File: config.mk
export PLATFORM = sky130hd
export DESIGN_NAME = mult_scheduler_flat
export DESIGN_NICKNAME = d
export VERILOG_FILES = /design/src/rtl/mult_scheduler_if.sv /design/src/rtl/mult_scheduler.sv /design/src/flat_wrapper.sv
export SDC_FILE = /design/constraint.sdc
export NUM_CORES = 1
export LEC_CHECK = 0
export BUFFER_PORTS_ARGS = -buffer_cell sky130_fd_sc_hd__buf_2
export CAP_MARGIN = 10
export CORE_MARGIN = 2
export CORE_UTILIZATION = 50
export DETAILED_ROUTE_END_ITERATION = 10
export PLACE_DENSITY = 0.8
export SLEW_MARGIN = 20
export SYNTH_ARGS = -nofsm -noshare
export SYNTH_HDL_FRONTEND = slang
export SYNTH_SLANG_ARGS = --single-unit
export TNS_END_PERCENT = 1
File: constraint.sdc
create_clock -name clock -period 5.7 [get_ports clock]
set_input_delay 0.285 -clock clock [delete_from_list [all_inputs] [get_ports clock]]
set_output_delay 0.285 -clock clock [all_outputs]
set_load 0.02 [all_outputs]
File: src/rtl/mult_scheduler_if.sv
// mult_scheduler_if: groups the bus signals of mult_scheduler.
//   req_valid/req_ready/req_a/req_b : per-requester operand handshake, requester i at [i*W +: W]
//   mul_a/mul_b/mul_p               : operands to and product from the shared pipelined multiplier
//   rsp_valid/rsp_ready/rsp_p/rsp_id: result stream in issue order
//   busy                            : work in flight or queued
// Modport slave is the scheduler's view; master is the surrounding logic.
interface mult_scheduler_if #(
    parameter int unsigned NUM_REQ = 4,
    parameter int unsigned W       = 24
);
    localparam int unsigned ID_W = $clog2(NUM_REQ);

    logic [NUM_REQ-1:0]   req_valid;
    logic [NUM_REQ-1:0]   req_ready;
    logic [NUM_REQ*W-1:0] req_a;
    logic [NUM_REQ*W-1:0] req_b;
    logic [W-1:0]         mul_a;
    logic [W-1:0]         mul_b;
    logic [2*W-1:0]       mul_p;
    logic                 rsp_valid;
    logic                 rsp_ready;
    logic [2*W-1:0]       rsp_p;
    logic [ID_W-1:0]      rsp_id;
    logic                 busy;

    modport slave (
        input  req_valid, req_a, req_b, mul_p, rsp_ready,
        output req_ready, mul_a, mul_b, rsp_valid, rsp_p, rsp_id, busy
    );

    modport master (
        output req_valid, req_a, req_b, mul_p, rsp_ready,
        input  req_ready, mul_a, mul_b, rsp_valid, rsp_p, rsp_id, busy
    );
endinterface

File: src/rtl/mult_scheduler.sv
// mult_scheduler: shares one external pipelined signed multiplier between NUM_REQ
// requesters. Round-robin issue of one operand pair per cycle, a tag pipeline that
// follows each product through the multiplier, and a first-word-fall-through result
// FIFO. An outstanding-credit counter (in-flight + queued) stops issue before the
// FIFO could ever overflow.
// Ports: clock, reset_n (async active-low), bus (mult_scheduler_if.slave).
// Optional: `define MULT_SCHED_PERF_EN adds perf_issued / perf_stall (32-bit, wrapping).
module mult_scheduler #(
    parameter int unsigned NUM_REQ    = 4,
    parameter int unsigned W          = 24,
    parameter int unsigned LATENCY    = 4,
    parameter int unsigned FIFO_DEPTH = 8
) (
    input  logic            clock,
    input  logic            reset_n,
    mult_scheduler_if.slave bus
`ifdef MULT_SCHED_PERF_EN
    ,
    output logic [31:0]     perf_issued,
    output logic [31:0]     perf_stall
`endif
);
    localparam int unsigned ID_W  = $clog2(NUM_REQ);
    localparam int unsigned P_W   = 2 * W;
    localparam int unsigned NSTG  = LATENCY + 1;
    localparam int unsigned CNT_W = $clog2(FIFO_DEPTH + 1);
    localparam int unsigned PTR_W = (FIFO_DEPTH > 1) ? $clog2(FIFO_DEPTH) : 1;

    // Unpacked views of the packed operand buses
    logic [W-1:0] req_a_arr [NUM_REQ];
    logic [W-1:0] req_b_arr [NUM_REQ];
    for (genvar i = 0; i < NUM_REQ; i++) begin : g_unpack
        assign req_a_arr[i] = bus.req_a[i*W +: W];
        assign req_b_arr[i] = bus.req_b[i*W +: W];
    end

    logic             en_q, en_d;
    logic [ID_W-1:0]  rr_ptr_q, rr_ptr_d;
    logic [W-1:0]     mul_a_q, mul_a_d;
    logic [W-1:0]     mul_b_q, mul_b_d;
    logic [NSTG-1:0]  tag_vld_q, tag_vld_d;
    logic [ID_W-1:0]  tag_id_q [NSTG];
    logic [ID_W-1:0]  tag_id_d [NSTG];
    logic [CNT_W-1:0] outst_q, outst_d;
    logic [CNT_W-1:0] count_q, count_d;
    logic [PTR_W-1:0] wr_ptr_q, wr_ptr_d;
    logic [PTR_W-1:0] rd_ptr_q, rd_ptr_d;
    logic [P_W-1:0]   rsp_p_q, rsp_p_d;
    logic [ID_W-1:0]  rsp_id_q, rsp_id_d;
    logic [P_W-1:0]   fifo_p_q  [FIFO_DEPTH];
    logic [ID_W-1:0]  fifo_id_q [FIFO_DEPTH];

    logic               grant_vld_c;
    logic [ID_W-1:0]    grant_c;
    logic               can_issue_c;
    logic               issue_c;
    logic               push_c;
    logic               pop_c;
    logic [NUM_REQ-1:0] req_ready_c;
    int unsigned        idx_c;

    function automatic logic [PTR_W-1:0] ptr_inc(input logic [PTR_W-1:0] p);
        return (p == PTR_W'(FIFO_DEPTH - 1)) ? '0 : p + PTR_W'(1);
    endfunction

    // Round-robin search starting one past the last granted requester
    always_comb begin
        grant_vld_c = 1'b0;
        grant_c     = '0;
        idx_c       = 0;
        for (int unsigned k = 1; k <= NUM_REQ; k++) begin
            idx_c = 32'(rr_ptr_q) + k;
            if (idx_c >= NUM_REQ) idx_c = idx_c - NUM_REQ;
            if (!grant_vld_c && bus.req_valid[ID_W'(idx_c)]) begin
                grant_vld_c = 1'b1;
                grant_c     = ID_W'(idx_c);
            end
        end
        can_issue_c = (outst_q < CNT_W'(FIFO_DEPTH));
        // en_q keeps req_ready low while reset is asserted
        issue_c     = grant_vld_c && can_issue_c && en_q;
        req_ready_c = '0;
        if (issue_c) req_ready_c[grant_c] = 1'b1;
    end

    // Next state: issue, tag shift, FIFO pointers, credit and head register
    always_comb begin
        en_d      = 1'b1;
        rr_ptr_d  = issue_c ? grant_c : rr_ptr_q;
        mul_a_d   = issue_c ? req_a_arr[grant_c] : mul_a_q;
        mul_b_d   = issue_c ? req_b_arr[grant_c] : mul_b_q;
        tag_vld_d = {tag_vld_q[NSTG-2:0], issue_c};
        tag_id_d[0] = grant_c;
        for (int unsigned s = 1; s < NSTG; s++) tag_id_d[s] = tag_id_q[s-1];

        push_c   = tag_vld_q[LATENCY];
        pop_c    = (count_q != '0) && bus.rsp_ready;
        wr_ptr_d = push_c ? ptr_inc(wr_ptr_q) : wr_ptr_q;
        rd_ptr_d = pop_c ? ptr_inc(rd_ptr_q) : rd_ptr_q;

        count_d = count_q;
        if (push_c && !pop_c)      count_d = count_q + CNT_W'(1);
        else if (!push_c && pop_c) count_d = count_q - CNT_W'(1);

        outst_d = outst_q;
        if (issue_c && !pop_c)      outst_d = outst_q + CNT_W'(1);
        else if (!issue_c && pop_c) outst_d = outst_q - CNT_W'(1);

        // Head register: the incoming product becomes head when nothing older remains;
        // an empty FIFO keeps showing the last head.
        rsp_p_d  = rsp_p_q;
        rsp_id_d = rsp_id_q;
        if (count_d != '0) begin
            if ((count_q == '0) || ((count_q == CNT_W'(1)) && pop_c)) begin
                rsp_p_d  = bus.mul_p;
                rsp_id_d = tag_id_q[LATENCY];
            end else begin
                rsp_p_d  = fifo_p_q[rd_ptr_d];
                rsp_id_d = fifo_id_q[rd_ptr_d];
            end
        end
    end

    // Control and datapath state
    always_ff @(posedge clock or negedge reset_n) begin
        if (!reset_n) begin
            en_q      <= 1'b0;
            rr_ptr_q  <= '0;
            mul_a_q   <= '0;
            mul_b_q   <= '0;
            tag_vld_q <= '0;
            for (int unsigned s = 0; s < NSTG; s++) tag_id_q[s] <= '0;
            outst_q   <= '0;
            count_q   <= '0;
            wr_ptr_q  <= '0;
            rd_ptr_q  <= '0;
            rsp_p_q   <= '0;
            rsp_id_q  <= '0;
        end else begin
            en_q      <= en_d;
            rr_ptr_q  <= rr_ptr_d;
            mul_a_q   <= mul_a_d;
            mul_b_q   <= mul_b_d;
            tag_vld_q <= tag_vld_d;
            for (int unsigned s = 0; s < NSTG; s++) tag_id_q[s] <= tag_id_d[s];
            outst_q   <= outst_d;
            count_q   <= count_d;
            wr_ptr_q  <= wr_ptr_d;
            rd_ptr_q  <= rd_ptr_d;
            rsp_p_q   <= rsp_p_d;
            rsp_id_q  <= rsp_id_d;
        end
    end

    // Result storage; contents are only read behind valid pointers, so no reset
    always_ff @(posedge clock) begin
        if (push_c) begin
            fifo_p_q[wr_ptr_q]  <= bus.mul_p;
            fifo_id_q[wr_ptr_q] <= tag_id_q[LATENCY];
        end
    end

    a_no_overflow: assert property (@(posedge clock) disable iff (!reset_n)
        !(push_c && !pop_c && (count_q == CNT_W'(FIFO_DEPTH))));

    assign bus.req_ready = req_ready_c;
    assign bus.mul_a     = mul_a_q;
    assign bus.mul_b     = mul_b_q;
    assign bus.rsp_valid = (count_q != '0);
    assign bus.rsp_p     = rsp_p_q;
    assign bus.rsp_id    = rsp_id_q;
    assign bus.busy      = (|tag_vld_q) || (count_q != '0);

`ifdef MULT_SCHED_PERF_EN
    logic [31:0] perf_issued_q, perf_issued_d;
    logic [31:0] perf_stall_q, perf_stall_d;

    // Issue and credit-stall event counters
    always_comb begin
        perf_issued_d = perf_issued_q + (issue_c ? 32'd1 : 32'd0);
        perf_stall_d  = perf_stall_q + (((|bus.req_valid) && !can_issue_c) ? 32'd1 : 32'd0);
    end

    always_ff @(posedge clock or negedge reset_n) begin
        if (!reset_n) begin
            perf_issued_q <= '0;
            perf_stall_q  <= '0;
        end else begin
            perf_issued_q <= perf_issued_d;
            perf_stall_q  <= perf_stall_d;
        end
    end

    assign perf_issued = perf_issued_q;
    assign perf_stall  = perf_stall_q;
`endif
endmodule

File: src/flat_wrapper.sv
// flat-port wrapper written by rule: the top's interface ports become plain ports
module mult_scheduler_flat 
#(
    parameter int unsigned NUM_REQ    = 4,
    parameter int unsigned W          = 24,
    parameter int unsigned LATENCY    = 4,
    parameter int unsigned FIFO_DEPTH = 8
)
  (clock, reset_n, bus_req_valid, bus_req_a, bus_req_b, bus_mul_p, bus_rsp_ready, bus_req_ready, bus_mul_a, bus_mul_b, bus_rsp_valid, bus_rsp_p, bus_rsp_id, bus_busy);
  mult_scheduler_if #(.NUM_REQ(NUM_REQ), .W(W)) bus_i ();
  input  logic clock;
  input  logic reset_n;
  input wire logic [$bits(bus_i.req_valid)-1:0] bus_req_valid;
  input wire logic [$bits(bus_i.req_a)-1:0] bus_req_a;
  input wire logic [$bits(bus_i.req_b)-1:0] bus_req_b;
  input wire logic [$bits(bus_i.mul_p)-1:0] bus_mul_p;
  input wire logic [$bits(bus_i.rsp_ready)-1:0] bus_rsp_ready;
  output wire logic [$bits(bus_i.req_ready)-1:0] bus_req_ready;
  output wire logic [$bits(bus_i.mul_a)-1:0] bus_mul_a;
  output wire logic [$bits(bus_i.mul_b)-1:0] bus_mul_b;
  output wire logic [$bits(bus_i.rsp_valid)-1:0] bus_rsp_valid;
  output wire logic [$bits(bus_i.rsp_p)-1:0] bus_rsp_p;
  output wire logic [$bits(bus_i.rsp_id)-1:0] bus_rsp_id;
  output wire logic [$bits(bus_i.busy)-1:0] bus_busy;
  assign bus_i.req_valid = bus_req_valid;
  assign bus_i.req_a = bus_req_a;
  assign bus_i.req_b = bus_req_b;
  assign bus_i.mul_p = bus_mul_p;
  assign bus_i.rsp_ready = bus_rsp_ready;
  assign bus_req_ready = bus_i.req_ready;
  assign bus_mul_a = bus_i.mul_a;
  assign bus_mul_b = bus_i.mul_b;
  assign bus_rsp_valid = bus_i.rsp_valid;
  assign bus_rsp_p = bus_i.rsp_p;
  assign bus_rsp_id = bus_i.rsp_id;
  assign bus_busy = bus_i.busy;
  mult_scheduler #(.NUM_REQ(NUM_REQ), .W(W), .LATENCY(LATENCY), .FIFO_DEPTH(FIFO_DEPTH)) u_core (.clock(clock), .reset_n(reset_n), .bus(bus_i));
endmodule
# After elaboration in Yosys (flattened, before gate mapping)
# Memories as Yosys holds them, arrays and structs flattened.
# Cells that the tools add are included.
[word_totals]
register_bits = 130
ram_bits = 400
output_inout_bits = 104
wordCells = 113
memories = 2
[op_classes]
add_sub_neg = 14
order_cmp = 12
eq_ne = 3
n_mux = 40
bitwise_logic = 1
reduce_logical = 25
[memory_table]
columns = ["memory", "words", "word_bits", "rd", "rd_ports_with_merged_regs", "write_ports", "line", "text"]
rows = [
  ["u_core.fifo_p_q", 8, 48, 1, 0, 1, "mult_scheduler.sv:50", "logic [P_W-1:0] fifo_p_q [FIFO_DEPTH];"],
  ["u_core.fifo_id_q", 8, 2, 1, 0, 1, "mult_scheduler.sv:51", "logic [ID_W-1:0] fifo_id_q [FIFO_DEPTH];"],
]
[op_table]
columns = ["cell", "count"]
rows = [
  ["24-bit binary-select mux with 2-bit select", 2],
  ["24-bit 2-to-1 mux", 4],
  ["48-bit 2-to-1 mux", 1],
  ["4-bit 2-to-1 mux", 5],
  ["2-bit 2-to-1 mux", 9],
  ["2-bit by 3-bit less-than comparator with 1-bit output, second input constant", 5],
  ["3-bit greater-or-equal comparator, second input constant", 4],
  ["1-bit logical AND", 12],
  ["1-bit 2-to-1 mux", 11],
  ["3-bit 2-to-1 mux", 3],
  ["4-bit by 1-bit adder with 4-bit output, second input constant", 2],
  ["1-bit binary-select mux with 2-bit select", 4],
  ["4-bit nonzero test", 2],
  ["2-bit by 1-bit subtractor with 2-bit output, second input constant", 4],
  ["4-bit by 1-bit subtractor with 4-bit output, second input constant", 2],
  ["2-bit by 2-bit adder with 3-bit output, second input constant", 2],
  ["3-bit by 1-bit adder with 3-bit output, second input constant", 2],
  ["3-bit == test, second input constant", 2],
  ["1-bit logical NOT", 6],
  ["5-bit OR reduction", 1],
  ["2-bit by 3-bit adder with 4-bit output, second input constant", 1],
  ["4-bit by 1-bit == test with 1-bit output, second input constant", 1],
  ["4-bit by 3-bit greater-or-equal comparator with 1-bit output, second input constant", 1],
  ["4-bit logical NOT", 1],
  ["7 further kinds", 8],
]

# Depth between registers and ports, before layout
# Gate-level depths: netlist (run 1).
[logic_depth]
ltp_word = 21
depth_mapped = 13
ltp_nobuf = 13

# Least setup slack after synthesis (run 1)
# No wires, ideal clock.
[synth_path]
kind = "flip-flop to flip-flop"
startpoint = "register u_core.tag_vld_q[4]"
endpoint = "memory u_core.fifo_id_q[0][0] in the netlist's numbering, enable pin"
setup_ps = 519
t_arrival_ps = 4263
required_time_ps = 5181
slack_ps = 917
path_stages_with_launch = 4
n_path_buf = 1
synth_period_minus_slack_ps = 4783
path_cell_list = "dfrtp_1 buf_1 nand2b_1 nor3_1"
[synth_between]
elab_chain_cells = 2
[synth_lines]
columns = ["item", "line", "text"]
rows = [
  ["start, declared", "mult_scheduler.sv:41", "logic [NSTG-1:0] tag_vld_q, tag_vld_d;"],
  ["start signal, assigned", "mult_scheduler.sv:144", "tag_vld_q <= tag_vld_d;"],
  ["1-bit 2-to-1 mux", "mult_scheduler.sv:157", "if (push_c) begin"],
  ["1-bit 2-to-1 mux (not written as such)", "mult_scheduler.sv:159", "fifo_id_q[wr_ptr_q] <= tag_id_q[LATENCY];"],
  ["end, declared", "mult_scheduler.sv:51", ""],
]
# Every way passes these cells.

# Final worst setup path (run 1)
[layout_path]
startpoint = "register u_core.count_q[0]"
endpoint = "register u_core.rsp_p_q[35] (netlist: u_core.bus.rsp_p[35])"
[layout_between]
elab_chain_cells = 6
word_cells_on_any_way = 17
[layout_lines]
columns = ["item", "line", "text"]
rows = [
  ["start, declared", "mult_scheduler.sv:45", "logic [CNT_W-1:0] count_q, count_d;"],
  ["start signal, assigned", "mult_scheduler.sv:147", "count_q <= count_d;"],
  ["branches (longest 6 deep; another with memory 8 x 48 bit)", "--", ""],
  ["end signal, assigned", "mult_scheduler.sv:150", "rsp_p_q <= rsp_p_d;"],
  ["end, declared", "mult_scheduler.sv:48", "logic [P_W-1:0] rsp_p_q, rsp_p_d;"],
]
# Parallel ways; which one is timed is not known.
# A chain may end at the register's enable or synchronous reset.

==> flow_metrics.py, run 1 <==
metrics = {
    "floorplan": {
        "ios": 351,
        "die_w_um": 215,
        "dieArea_um2": 46200,
        "die_y_um": 215,
        "coreArea_um2": 44000,
        "fp-row-count": 77,
        "start_util": 0.505,
    },
    "cts": {
        "cts_hold_buf": 48,
        "cts_tree": "yes",
        "path_clk_slew_ps": 60,
        "cts_resized": 0,
        "clock_path_buffers": 3,
        "cts_buffers": 54,
        "cts_root_buf": "clkbuf_16",
        "clock-sinks": 530,
        "h-tree-depth": 2,
        "clock_latency_ps": 610,
        "cts_setup_buffers": 0,
    },
    "layout": {
        "multi_input_area_um2": 6510,
        "fill_cells": 3298,
        "most-common-layout-cells": "400 x edfxtp_1, 349 x buf_2, 293 x nand2_1, 177 x mux2i_1, 130 x dfrtp_1",
        "area_growth_pct": 20.6,
        "final_layout_size_suffix_gt1_frac": 0.271,
        "ff_latch_area_um2": 15300,
        "final_core_util": 0.609,
        "final_common_cell": "edfxtp_1",
        "fin_nets": 2226,
        "postLayoutCellArea_um2": 26800,
    },
    "sta": {
        "setup_violations": 0,
        "fin_ws_ps": 2080,
        "finalSetupTns_ps": 0,
        "final_hold_viol_count": 0,
        "rsz0062_at_grt": "false",
        "fmax_ghz": 0.276,
        "relSlewSlack": 0.218,
        "clock_skew_ps": 20.0,
        "finalCriticalPeriod_ps": 3620,
        "maxSlewViolCount": 0,
        "period_share": 0.635,
        "worst_pin_slew_ps": 1170,
    },
    "drt": {
        "wl_per_cell_um": 22.1,
        "num_vias": 15000,
        "wirelength_mm": 57.8,
        "drtAntennaViolNets": 0,
        "drtIter0Drc": 1419,
        "firstDrtPassIters": 5,
        "drt_drc_violations_left": 0,
        "vias_per_cell": 5.74,
    },
    "worst_setup_path": {
        "crit_path_top_delay_cell": "inv_8",
        "crit_path_start_kind": "flip-flop",
        "critPathKind": "reg2reg",
        "reg2reg_slack_ps": 2080,
        "critPathCaptureType": "flip-flop",
        "r2r_start": "u_core.count_q[0]$_DFF_PN0_",
        "critical_path.max_fanout": 128,
        "r2r_end": "u_core.bus.rsp_p[35]$_DFFE_PN0P_",
        "rr_worst_depth": 10,
        "critPathArrivalTime_ps": 4130,
        "cp_cell_sequence": "inv_1, ha_1, nor3b_4, o211a_4, inv_8, buf_4, mux2i_1, a32oi_1, a31oi_1, o31ai_2",
        "max_stage_delay_ps": 670,
        "cp.required_ps": 6210,
    },
    "synthesis": {
        "yosysSeqAreaShare": 0.686,
        "syn-num-nets": 1853,
        "synth_edf_count": 400,
        "ys_warn_count": 0,
        "synth_cells": 1595,
        "syn-cell-area_um2": 22200,
        "synth_cell_types": 56,
        "synth_flop_cell": "edfxtp_1",
        "yosys_register_bits": 530,
        "syn_avg_cell_area_um2": 13.9,
        "synth_async_sr_flop_share": 0.245,
    },
    "outcome": {
        "status": "finished clean",
    },
    "placement": {
        "dpl_cell_area_um2": 24600,
        "place_congestion": 0.826,
        "io_buffers": 350,
        "hpwl_mm": 33.3,
        "pre_cts_ws_ps": 1920,
    },
    "pwr": {
        "power_density_nw_per_um2": 569,
        "ir_worst_vdd_uv": 588,
        "p_leak_uw": 0.0108,
    },
    "global_route": {
        "antenna_found_initial": 4,
        "grt_pass1_wl_mm": 87.5,
        "grt_max_degree": 129,
        "grt.overflow.total": 0,
        "grt_pass1_vias": 15500,
        "track_usage": 0.246,
    },
    "hold_path": {
        "whs_path_depth": 1,
        "hold_class": "in2reg",
        "holdPathEnd": "u_core.fifo_p_q[3][20]$_DFFE_PP_",
        "min_from": "bus_mul_p[20]",
    },
    "run": {
        "drv_cap": 0,
    },
}
## critical path: cells and delay by family (launching register included)
kind / cells / cell delay, ps
fa+ha+maj: 1 / 260
buf+inv: 3 / 1330
flops: 1 / 460
compound gates: 4 / 1040
mux: 1 / 150
simple gates: 1 / 210
## cell usage after synthesis (all sizes together) (10+ instances only)
library cell  instances  share of area
a21o                 49          0.017
o31ai                41          0.023
nor3                 16         0.0036
mux2i               177          0.080
inv                  21         0.0035
nor2                 57          0.010
o22ai                48          0.013
ha                   10         0.0056
buf                  50          0.014
nand2b               10         0.0028
a32oi                40          0.016
a31oi                41          0.012
edfxtp              400           0.54
nand2               295          0.050
a221oi               10         0.0067
mux4                 10          0.010
nand3                86          0.020
dfrtp               130           0.15
clkbuf               56         0.0094
## where the power goes
part | total [uW] | internal, uW | switching, uW
clock | 3520 | 2040 | 1480
combinational | 6410 | 2390 | 4030
sequential | 5340 | 4970 | 375
total | 15300 | 9400 | 5880
## cell families (layout without fill, tap and decap cells)
logic type	count (synthesis)	after routing	synth area share
other	1	5	0.000169
DFF	530	530	0.686
xor gates and xnor gates	6	6	0.00236
AOI/OAI and AO/OA	249	249	0.0928
muxes	190	190	0.0913
adders and majority gates	11	11	0.00652
and+or+nand+nor	481	481	0.0935
buffers and inverters	127	546	0.0272
## per-layer routing
| metal | part of all wire | track usage |
|---|---|---|
| met5 | 0 | 0 |
| met4 | 0.045 | 0.117 |
| met3 | 0.076 | 0.0501 |
| met2 | 0.50 | 0.430 |
| met1 | 0.37 | 0.293 |
## worst max-delay path by stage
stage                             startpoint                          endpoint  depth (start not counted)  slack (ps)
6_report         u_core.count_q[0]$_DFF_PN0_  u_core.bus.rsp_p[35]$_DFFE_PN0P_                         10        2080
5_1_grt          u_core.count_q[0]$_DFF_PN0_  u_core.bus.rsp_p[38]$_DFFE_PN0P_                         10        1890
4_1_cts          u_core.count_q[0]$_DFF_PN0_  u_core.bus.rsp_p[35]$_DFFE_PN0P_                         10        1920
3_5_place_dp     u_core.count_q[0]$_DFF_PN0_   u_core.bus.rsp_p[7]$_DFFE_PN0P_                         10        1920
3_3_place_gp     u_core.count_q[0]$_DFF_PN0_  u_core.bus.rsp_p[24]$_DFFE_PN0P_                         10        2130
2_1_floorplan  u_core.tag_vld_q[4]$_DFF_PN0_  u_core.fifo_id_q[0][0]$_DFFE_PP_                          3         920
## stage by stage
stage | instances | hold WS [ps] | power (uW)
CTS | 2605 | 0.705 | 15300
floorplan | 1595 | -10.6 | 10000
finish | 2610 | 40.1 | 15300
global placement | 2455 | 279 | 11500
global route | 2609 | 16.6 | 16000
detailed placement | 2455 | 285 | 11800
## state kept, by name (all words and copies together) (netlist names)
signal             count
u_core.bus.rsp_id      2
u_core.rr_ptr_q        2
u_core.tag_vld_q       5
u_core.rd_ptr_q        3
u_core.wr_ptr_q        3
u_core.tag_id_d        8
u_core.count_q         4
u_core.bus.mul_b      24
u_core.bus.rsp_p      48
u_core.fifo_id_q      16
u_core.bus.mul_a      24
u_core.fifo_p_q      384
u_core.en_q            1
u_core.outst_q         4
u_core.tag_id_q        2
## layout make-up
type | count | share of cell area
multi-input cells | 938 | 0.243
clock buffers | 79 | 0.0569
flip-flops and latches | 530 | 0.569
repair buffers | 423 | 0.0916
well taps | 592 | 0.0276
clock inverters | 23 | 0.00877
inverters | 21 | 0.00322
diodes | 4 | 0.000373
No activity file was read; power rests on OpenSTA's default activity.
==> run 2, diff against run 1 <==
Settings changed: ABC_AREA from default to 1, PLACE_DENSITY 0.8 to 0.82.
Clock period 5.7 ns to 2.9 ns, I/O delays scaled along.
==> flow_metrics.py, run 2 <==
metrics = {
    "worst_setup_path": {
        "r2r_start": "u_core.rr_ptr_q[0]$_DFFE_PN0P_",
        "crit_path_top_delay_cell": "dlygate4sd3_1",
        "cpMostUsedCell": "nand2_1",
        "crit_path_start_kind": "flip-flop",
        "critPathArrivalTime_ps": 3330,
        "critPathLaunch": "u_core.rr_ptr_q[0]$_DFFE_PN0P_",
        "cp.required_ps": 3400,
        "critPathTopFamily": "buffers and inverters",
        "critPathKind": "reg2reg",
        "max_stage_delay_ps": 550,
        "cp_num_buf_inv": 5,
        "critPathCaptureType": "flip-flop",
        "cp_cell_sequence": "buf_4, nand2_1, nand2_2, nand2_2, nand2_2, nor2_4, nand3_4, buf_12, nand3_4, buf_4, clkbuf_16, nand2_1, nand3_1, dlygate4sd3_1, nand2_1, nand2_1, nand2_1",
        "critical_path.max_fanout": 18,
    },
    "layout": {
        "most-common-layout-cells": "945 x nand2_1, 400 x edfxtp_1, 393 x inv_1, 347 x buf_2, 277 x nor2_1",
        "postLayoutCellArea_um2": 31500,
        "final_core_util": 0.646,
        "area_growth_pct": 27.7,
        "fin_cells": 3998,
        "top_register": "u_core.fifo_p_q",
        "largest_reg_flops": 384,
        "fill_cells": 3562,
        "final_common_cell": "nand2_1",
        "final_layout_size_suffix_gt1_frac": 0.163,
        "fin_nets": 3538,
    },
    "cts": {
        "cts_root_buf": "clkbuf_16",
        "clock_path_buffers": 3,
        "cts_tree": "yes",
        "clock_latency_ps": 610,
        "h-tree-depth": 2,
        "cts_buffers": 52,
        "clock-sinks": 530,
        "path_clk_slew_ps": 70,
    },
    "synthesis": {
        "synth_top_cell_by_area": "edfxtp_1",
        "synthMostInstantiatedCell": "nand2_1",
        "syn-num-nets": 2996,
        "syn-cell-area_um2": 24700,
        "syn_avg_cell_area_um2": 9.02,
        "synthDominantCellAreaShare": 0.487,
        "yosys_register_bits": 530,
        "ys_warn_count": 0,
        "synth_async_sr_flop_share": 0.245,
        "synth_edf_count": 400,
        "yosysSeqAreaShare": 0.618,
        "synthTopCellsByArea": "edfxtp_1 49%, nand2_1 14%, dfrtp_1 13%, inv_1 6.0%, nand3_1 4.7%",
        "synth_cells": 2738,
        "synth_cell_types": 37,
        "synth_flop_cell": "edfxtp_1",
        "synth_top_cells_by_count": "949 x nand2_1, 400 x edfxtp_1, 393 x inv_1, 285 x nor2_1, 231 x nand3_1",
    },
    "pwr": {
        "power_density_nw_per_um2": 1190,
        "ir_worst_vdd_uv": 1400,
        "power_uw": 37500,
        "p_leak_uw": 0.0151,
    },
    "drt": {
        "vias_per_cell": 5.39,
        "drt_drc_violations_left": 0,
        "met1_length_mm": 26.6,
        "met3_wirelength_mm": 7.87,
        "top_layer": "met5",
        "wirelength_mm": 75.9,
        "num_vias": 21600,
        "wl_per_cell_um": 19.0,
        "wl_met2_mm": 36.4,
        "drtIter0Drc": 2179,
        "drtAntennaViolNets": 0,
        "firstDrtPassIters": 6,
    },
    "placement": {
        "hpwl_mm": 38.1,
        "place_congestion": 0.893,
        "io_buffers": 350,
        "dpl_cell_area_um2": 27300,
        "placedCellCount": 3660,
        "pre_cts_ws_ps": 220,
    },
    "sta": {
        "clock_skew_ps": 19.6,
        "fin_ws_ps": 68.4,
        "maxSlewViolCount": 0,
        "relSlewSlack": 0.246,
        "fmax_ghz": 0.353,
        "worst_pin_slew_ps": 1130,
        "period_share": 0.976,
        "final_hold_viol_count": 0,
        "setup_violations": 0,
        "finalCriticalPeriod_ps": 2830,
    },
    "hold_path": {
        "min_from": "bus_req_b[91]",
        "hold_class": "in2reg",
    },
    "global_route": {
        "track_usage": 0.286,
        "antenna_found_initial": 11,
        "grt.overflow.total": 0,
        "grt_pass1_wl_mm": 113,
        "grt_max_degree": 92,
        "grt_pass1_vias": 21500,
    },
    "floorplan": {
        "fp-row-count": 81,
        "die_y_um": 226,
        "dieArea_um2": 51200,
        "coreArea_um2": 48800,
        "ios": 351,
        "die_w_um": 226,
        "start_util": 0.505,
    },
    "run": {
        "drv_cap": 0,
    },
    "outcome": {
        "status": "finished clean",
    },
}
## run 2: cell count changes after synthesis, sizes merged, moves of 41 or more
| cell | previous run | this run |
|---|---|---|
| a21o | 49 | 1 |
| buf | 50 | 111 |
| inv | 21 | 402 |
| mux2i | 177 | 0 |
| nand2 | 295 | 955 |
| nand3 | 86 | 235 |
| nand4 | 2 | 51 |
| nor2 | 57 | 289 |
| o211ai | 1 | 64 |
| o22ai | 48 | 0 |
| o31ai | 41 | 0 |
## run 2: layer usage
layer,vias up,GRT usage
met2,1463,0.481
met5,-,0.0147
met3,385,0.0723
met4,6,0.159
met1,9917,0.335
li1,9782,-
## run 2: cell type report
| type | count | area, um2 | area share |
|---|---|---|---|
| antenna | 10 | 25.0 | 0.000793 |
| inverter | 403 | 1530 | 0.0484 |
| sequential | 530 | 15300 | 0.484 |
| clock buffer | 74 | 1480 | 0.0468 |
| clock inverter | 24 | 260 | 0.00825 |
| timing repair buffer | 631 | 4800 | 0.152 |
| tap | 664 | 831 | 0.0263 |
| multi-input combinational | 1662 | 7360 | 0.233 |
## run 2: final timing paths
path | end | slack (ps) | cells past startpoint
max | u_core.bus.mul_b[11]$_DFFE_PN0P_ | 70 | 17
min | u_core.bus.mul_b[19]$_DFFE_PN0P_ | 30 | 7
max reg2reg | u_core.bus.mul_b[11]$_DFFE_PN0P_ | 70 | 17
min reg2reg | u_core.tag_id_d[5]$_DFF_PN0_ | 350 | 0
max in group asynchronous | u_core.bus.mul_b[10]$_DFFE_PN0P_ | 1960 | 3
min in group asynchronous | u_core.bus.rsp_p[0]$_DFFE_PN0P_ | 160 | 2
## run 2: kinds of logic (layout without fill, tap and decap cells)
family	Yosys count	count (layout)	synth area share
simple gates	1533	1533	0.254
buf+inv	546	1132	0.0903
flops	530	530	0.618
compound gates	111	111	0.0296
fa+ha+maj	11	11	0.00588
xor+xnor	6	6	0.00213
other cells	1	11	0.000152
## run 2: where the power goes
part / internal (uW) / switching [uW] / total (uW) / leakage, uW
Combinational: 6960 / 13100 / 20100 / 0.00910
Clock: 3930 / 2910 / 6840 / 0.000852
Sequential: 9800 / 778 / 10600 / 0.00517
## run 2: metrics by stage
step	hold WS [ps]	setup TNS, ps
final	30.6	0
after global routing	45.5	-136
after CTS	3.17	0
after detailed placement	247	0
after global placement	233	0
after floorplan	-151	-95230
## run 2: repair_timing
item,in CTS,in global routing
cloned,0,8
setup endpoints to repair,3,34
resized for setup,1,26
setup buffers,0,9
pin swaps,0,2
hold buffers,213,0
hold endpoints to repair,526,0
## run 2: worst register-to-register path, cell delays in order, from the launching register on
cell	delay [ps]
dfrtp_2	450
buf_4	170
nand2_1	70
nand2_2	60
nand2_2	70
nand2_2	80
nor2_4	140
nand3_4	120
buf_12	150
nand3_4	150
buf_4	200
clkbuf_16	220
nand2_1	90
nand3_1	70
dlygate4sd3_1	550
nand2_1	50
nand2_1	50
nand2_1	50
